<file path="src/rtl/pq_request_frontend.sv">
// pq_request_frontend
//   Command front end for a register-array max priority queue. It accepts
//   push and pop requests on valid/ready handshakes and merges a coincident
//   push and pop into one replace. It drives the queue strobes and tracks
//   occupancy in a shadow counter so the queue never overflows or underflows.
//   It waits ISSUE_GAP idle cycles after each operation so the queue can
//   settle, and returns popped maxima through a one-entry registered slot.
//
// Ports
//   CLK, RST          clock, asynchronous active-high reset
//   s_push_*          push request channel (valid/ready/data)
//   s_pop_*           pop request channel (valid/ready)
//   m_pop_*           popped-value result channel (valid/ready/data)
//   q_wrt/q_read      strobes to the queue's i_wrt / i_read
//   q_data            value to the queue's i_data
//   q_max             current maximum from the queue's o_data
//   o_count           shadow occupancy
//   o_busy            high while an operation is being issued or settling
module pq_request_frontend #(
  parameter int QUEUE_SIZE = 4,
  parameter int DATA_WIDTH = 16,
  parameter int ISSUE_GAP  = 1
) (
  input  logic                          CLK,
  input  logic                          RST,
  input  logic                          s_push_valid,
  output logic                          s_push_ready,
  input  logic [DATA_WIDTH-1:0]         s_push_data,
  input  logic                          s_pop_valid,
  output logic                          s_pop_ready,
  output logic                          m_pop_valid,
  input  logic                          m_pop_ready,
  output logic [DATA_WIDTH-1:0]         m_pop_data,
  output logic                          q_wrt,
  output logic                          q_read,
  output logic [DATA_WIDTH-1:0]         q_data,
  input  logic [DATA_WIDTH-1:0]         q_max,
  output logic [$clog2(QUEUE_SIZE+1)-1:0] o_count,
  output logic                          o_busy
);

  localparam int CW = $clog2(QUEUE_SIZE + 1);
  localparam int GW = (ISSUE_GAP > 1) ? $clog2(ISSUE_GAP + 1) : 1;
  localparam logic [CW-1:0] FULL = CW'(QUEUE_SIZE);

  typedef enum logic [1:0] {IDLE, ISSUE, SETTLE} state_t;

  state_t          state;
  state_t          state_next;
  logic            op_push;
  logic            op_pop;
  logic [GW-1:0]   gap_cnt;
  logic            slot_free;
  logic            idle;
  logic            push_fire;
  logic            pop_fire;

  // Handshake decode and FSM next-state / strobe outputs.
  always_comb begin
    slot_free  = !m_pop_valid || m_pop_ready;
    // Readies are masked while reset is asserted so nothing is accepted then.
    idle       = (state == IDLE) && !RST;
    s_pop_ready  = idle && (o_count != '0) && slot_free;
    // A full queue can still take a push if it is paired with a pop (replace).
    s_push_ready = idle && ((o_count < FULL) || (s_pop_valid && slot_free));
    push_fire  = s_push_valid && s_push_ready;
    pop_fire   = s_pop_valid && s_pop_ready;

    state_next = state;
    q_wrt      = 1'b0;
    q_read     = 1'b0;
    o_busy     = (state != IDLE);

    case (state)
      IDLE: begin
        if (push_fire || pop_fire) state_next = ISSUE;
      end
      ISSUE: begin
        q_wrt      = op_push;
        q_read     = op_pop;
        state_next = (ISSUE_GAP > 0) ? SETTLE : IDLE;
      end
      SETTLE: begin
        if (gap_cnt <= GW'(1)) state_next = IDLE;
      end
      default: state_next = IDLE;
    endcase
  end

  always_ff @(posedge CLK or posedge RST) begin
    if (RST) state <= IDLE;
    else     state <= state_next;
  end

  // Operation latch, occupancy, settle counter and result slot.
  always_ff @(posedge CLK or posedge RST) begin
    if (RST) begin
      op_push     <= 1'b0;
      op_pop      <= 1'b0;
      q_data      <= '0;
      o_count     <= '0;
      gap_cnt     <= '0;
      m_pop_valid <= 1'b0;
      m_pop_data  <= '0;
    end else begin
      if (state == IDLE && (push_fire || pop_fire)) begin
        op_push <= push_fire;
        op_pop  <= pop_fire;
        if (push_fire) q_data <= s_push_data;
      end

      if (state == ISSUE) begin
        gap_cnt <= GW'(ISSUE_GAP);
        if (op_push && !op_pop)      o_count <= o_count + 1'b1;
        else if (!op_push && op_pop) o_count <= o_count - 1'b1;
      end else if (state == SETTLE) begin
        gap_cnt <= gap_cnt - 1'b1;
      end

      // A capture wins over the consumer draining the slot on the same edge;
      // pops are only accepted with the slot free, so nothing is lost.
      if (state == ISSUE && op_pop) begin
        m_pop_data  <= q_max;
        m_pop_valid <= 1'b1;
      end else if (m_pop_ready) begin
        m_pop_valid <= 1'b0;
      end
    end
  end

endmodule

</file>
<file path="config.mk">
export PLATFORM = sky130hd
export DESIGN_NAME = pq_request_frontend
export DESIGN_NICKNAME = d
export VERILOG_FILES = /design/src/rtl/pq_request_frontend.sv
export SDC_FILE = /design/constraint.sdc
export NUM_CORES = 1
export LEC_CHECK = 0
export ABC_AREA = 1
export CORE_UTILIZATION = 42
export DETAILED_ROUTE_END_ITERATION = 7
export PLACE_DENSITY = 0.82
export SETUP_SLACK_MARGIN = 0.4
export SYNTH_ARGS = -nofsm -noshare
export SYNTH_HDL_FRONTEND = slang
export SYNTH_SLANG_ARGS = --single-unit
</file>
<file path="constraint.sdc">
create_clock -name CLK -period 2 [get_ports CLK]
set_input_delay 0.5 -clock CLK [delete_from_list [all_inputs] [get_ports CLK]]
set_output_delay 0.5 -clock CLK [all_outputs]
set_load 0.01 [all_outputs]
</file>
* Word-level counts from Yosys, hierarchy flattened
Index checks and enable logic that the tools add are counted.
** Storage, ports and cells
- Bits of input ports :: 37
- Word-level logic and storage cells :: 55
- Register bits :: 41
** Operators by class
- Multiplexer cells :: 11
- Reductions and logical operators :: 27
- Order comparisons :: 2
- Add/sub/neg operators :: 3
- Eq/ne operators :: 4
** Operators with widths (count)
- 1-bit logical AND :: 11
- 2-bit nonzero test :: 4
- 1-bit two-way mux :: 6
- 3-bit two-way mux :: 2
- 2-bit case mux with 3 select lines :: 1
- 2-bit AND reduction :: 3
- 1-bit logical NOT :: 4
- 2-bit two-way mux :: 2
- 2-bit != test, second input constant :: 2
- 3-bit by 1-bit adder with 3-bit output, second input constant :: 1
- 1-bit logical OR :: 3
- 3-bit less-than comparator, second input constant :: 1
- 3-bit nonzero test :: 1
- 3-bit by 1-bit subtractor with 3-bit output, second input constant :: 1
- 2-bit by 1-bit equality test with 1-bit output, second input constant :: 1
- 2-bit equality test, second input constant :: 1
- 2-bit logical NOT :: 1
- 1-bit less-or-equal comparator, second input constant :: 1
- 1-bit subtractor, second input constant :: 1

* Depth between registers and ports, before layout
- Word-level depth :: 9
- Mapped depth :: 8

* Worst setup path after synthesis
OpenSTA, ideal clock, no wires.
- Path kind :: register to register
- Start :: register op_pop
- End :: register o_count[2]
- Path buffers :: 0
- Path slack :: 507 ps
- Data required time :: 1874 ps
- Stages on the path, launching flop included :: 8
- Setup time :: 126 ps
- Period minus slack after synthesis :: 1493 ps
- Arrival time :: 1367 ps
- Path through :: dfrtp_1 inv_1 ha_1 inv_1 fa_1 xnor2_1 nand2_1 xnor2_1
** Between the ends
- Longest elaborated chain between the ends :: 4
- Elaborated cells between the ends (all ways) :: 6
** RTL lines
- from (decl) :: RTL line 51 : logic op_pop;
- from (signal assigned) :: RTL line 108 : op_pop <= pop_fire;
- 1-bit logical NOT :: RTL line 114 : if (op_push && !op_pop) o_count <= o_count + 1'b1;
- 1-bit logical AND :: RTL line 114
- 2-bit nonzero test (no source line)
- 2-bit AND reduction (no source line)
- to (signal assigned) :: RTL line 114
- to (signal assigned) :: RTL line 115 : else if (!op_push && op_pop) o_count <= o_count - 1'b1;
- to (decl) :: RTL line 38 : output logic [$clog2(QUEUE_SIZE+1)-1:0] o_count,
Several ways; a longest one is shown, not always the timed one.
A chain may end at the register's enable or synchronous reset.

* Worst setup path in the final report
- Start :: input port RST
- End :: output port s_pop_ready
** Between the ends
- Longest elaborated chain between the ends :: 4
** RTL lines
- from (decl) :: RTL line 25 : input logic RST,
- 1-bit logical NOT (no source line)
- 1-bit logical AND :: RTL line 62 : idle = (state == IDLE) && !RST;
- 1-bit logical AND (2 in series) :: RTL line 63 : s_pop_ready = idle && (o_count != '0) && slot_free;
- to (decl) :: RTL line 30 : output logic s_pop_ready,
No other way between the ends.

==> qor.json <==
{
  "syn_nets": 220,
  "setup_tns_ns": 0,
  "totalPowerFinal_w": 0.00409,
  "synthesis.instances": 181,
  "htree_levels": 2,
  "initial_utilization_pct": 44.1,
  "grt_overflow": 0,
  "globalRouteTotalUtil_pct": 18.5,
  "fmax_ghz": 0.585,
  "min_period_over_period_pct": 85.4,
  "reg_to_reg_slack_setup_ns": 0.44,
  "die_area_um2": 4490,
  "finClkSkew_ns": 0.00986,
  "irDropWorstVdd_uv": 611,
  "die-height_um": 67.0,
  "grt_setup_unrepaired": "yes",
  "worstMarginPinSlew_ns": 0.278,
  "floorplan.rows": 23,
  "grt_max_degree": 41,
  "clk_pin_slew_worst_paths_ns": 0.07,
  "post_drt_via_cell_ratio": 4.55,
  "grt_first_pass_wirelength_mm": 6.09,
  "finish.net_count": 321,
  "timing.rr.start": "m_pop_valid",
  "worstSetupEndpointType": "output port",
  "outcome": "completed",
  "die_width_um": 67.0,
  "antenna_cells": 0,
  "vias_in_the_first_global_route": 1339,
  "max_slew_vio_count": 0,
  "synthDominantAreaCellType": "dfrtp_1",
  "crit-reg2reg-capture": "q_data[11]",
  "ys_ff_latch": 40,
  "yosysWarningCount": 0,
  "min_delay_worst_type": "flip-flop to flip-flop",
  "pin_count": 78,
  "core_area_um2": 4030,
  "global_placement_routability_congestion": 0.729,
  "finalHoldViolCount": 0,
  "cts_max_path_buffers": 2,
  "hold_path.startpoint": "m_pop_data[7]",
  "ys_seq_area_share_pct": 56.4,
  "cts_sinks": 40,
  "post-dp-hpwl_mm": 2.87,
  "cts_buffers": 5,
  "area_growth_syn_to_layout_pct": 62.8,
  "grt_antenna_before_repair": 0,
  "portBuffers": 77,
  "postRouteWirelength_mm": 4.17,
  "finalSetupViolations": 0,
  "worst_r2r_path_depth": 11,
  "hold_path_depth": 2,
  "cts-root-buf": "clkbuf_8",
  "worst_ep_required_time_ns": 1.50,
  "tritoncts_clock_tree": "done",
  "insertion_delay_ns": 0.29,
  "syn-mean-instance-area_um2": 9.81,
  "synth_cell_type_count": 22,
  "timing.max_slew.rel_slack_pct": 81.4,
  "detailroute.via_count": 1509,
  "setup.worst_path.start_class": "input port",
  "post-route-min-period_ns": 1.71,
  "min_delay_worst_endpoint": "m_pop_data[7]",
  "post-synth-top-area-fraction_pct": 56.4,
  "detailedRoute.firstIterationViolations": 76,
  "wl_per_cell_um": 12.5,
  "worstSetupPathType": "input port to output port",
  "power.static_leakage_nw": 1.55,
  "synthesis.area_um2": 1780,
  "cap_violations": 0,
  "first_pass_iters": 4,
  "drt_drc_violations_left": 0,
  "critPathMaxFanout": 3,
  "proportion_of_layout_cells_with_a_drive_suffix_above_1_pct": 30.5,
  "ant_nets": 0,
  "synth_area_leaders": "dfrtp_1 (56%), nand2_1 (13%), o21ai_2 (7.9%), inv_1 (4.9%), nand2_2 (4.6%)",
  "crit_path_start": "RST",
  "wp_data_arrival_ns": 1.21,
  "power.density_cell_area_nw_per_um2": 1410
}
[cells in the mapped netlist (all sizes together)]
| library cell | instances |
|---|---|
| and2 | 1 |
| and3 | 1 |
| buf | 5 |
| dfrtp | 40 |
| fa | 1 |
| ha | 1 |
| inv | 27 |
| nand2 | 78 |
| nand3 | 3 |
| nor2 | 4 |
| o21ai | 17 |
| xnor2 | 2 |
| xor2 | 1 |
[routing by layer]
layer	global-route usage, %	routed length [um]
met5	0	0
met3	5.65	170
met2	30.5	2250
met4	7.45	99
met1	22.2	1650
[final cells by class]
class | count | area, um^2
fill | 326 | 1140
sequential | 40 | 1000
timing repair buffer | 99 | 950
multi-input combinational | 109 | 676
inverter | 27 | 104
clock buffer | 7 | 96.3
tap | 50 | 62.6
[through the flow]
step | setup WS [ns] | instances | hold slack (ns) | area (um^2) | utilization [%]
floorplan | 0.507 | 181 | 0.470 | 1780 | -
global placement | -0.325 | 311 | 0.461 | 2660 | 65.9
detailed placement | -0.330 | 311 | 0.465 | 2660 | 65.9
CTS | 0.250 | 329 | 0.479 | 2800 | 69.6
global route | 0.248 | 332 | 0.500 | 2890 | 71.7
finish | 0.291 | 332 | 0.474 | 2890 | 71.7
[how the worst max path moves through the flow]
| stage | endpoint | slack [ns] | cells past startpoint |
|---|---|---|---|
| floorplan | o_count[2] | 0.51 | 7 |
| global placement | s_push_ready | -0.32 | 7 |
| detailed placement | s_push_ready | -0.33 | 7 |
| CTS | s_push_ready | 0.25 | 7 |
| global route | s_pop_ready | 0.25 | 5 |
| finish | s_pop_ready | 0.29 | 4 |
[worst max-delay path, cell delays in order]
cell           delay, ns
dlygate4sd2_1       0.29
nor2_8              0.14
and3_4              0.18
buf_6               0.09
[flip-flops by register name, summed over array words and instances, names as in the netlist]
name,count
op_pop,1
o_count,3
q_data,16
op_push,1
m_pop_data,16
state,2
m_pop_valid,1
[power breakdown]
part	switching (W)	internal, W	leakage, nW
Clock	0.000259	0.000307	0.0503
Combinational	0.000999	0.00106	1.01
Sequential	0.000255	0.00120	0.492
Total	0.00151	0.00257	1.55
[logic make-up (layout without fill, tap and decap cells)]
logic type               Yosys count  count (layout)  synth area share, %
flip-flops                        40              40                 56.4
AND/OR/NAND/NOR                   87              87                 23.5
AO/OA/AOI/OAI                     17              17                 8.17
XOR/XNOR                           3               3                 1.48
buffers and inverters             32             133                 8.67
adder cells (fa/ha/maj)            2               2                 1.83
[cell usage in the layout (no fill, tap or decap)]
| master | n |
|---|---|
| nand2_1 | 56 |
| dfrtp_1 | 39 |
| dlygate4sd2_1 | 37 |
| clkdlybuf4s50_1 | 33 |
| inv_1 | 23 |
| o21ai_2 | 16 |
| nand2_2 | 15 |
| buf_4 | 13 |
| buf_6 | 8 |
| nand2_4 | 7 |
| clkbuf_8 | 7 |
| inv_2 | 3 |
| nor2_1 | 3 |
| clkbuf_2 | 3 |
| buf_12 | 3 |
| xnor2_1 | 2 |
| nor2_8 | 1 |
| nand3_4 | 1 |
| inv_4 | 1 |
| nand3_1 | 1 |
| nand3_2 | 1 |
| and2_4 | 1 |
| and3_4 | 1 |
| xor2_1 | 1 |
| o21ai_0 | 1 |
| fa_2 | 1 |
| ha_2 | 1 |
| buf_16 | 1 |
| dfrtp_2 | 1 |
| buf_2 | 1 |
[repair_timing]
action	CTS	global route
hold buffers	0	0
setup buffers	10	3
cloned	1	0
setup endpoints to repair	42	25
resized for setup	61	27
pin swaps	5	6
Note: power is estimated with default switching activity, not from simulation.
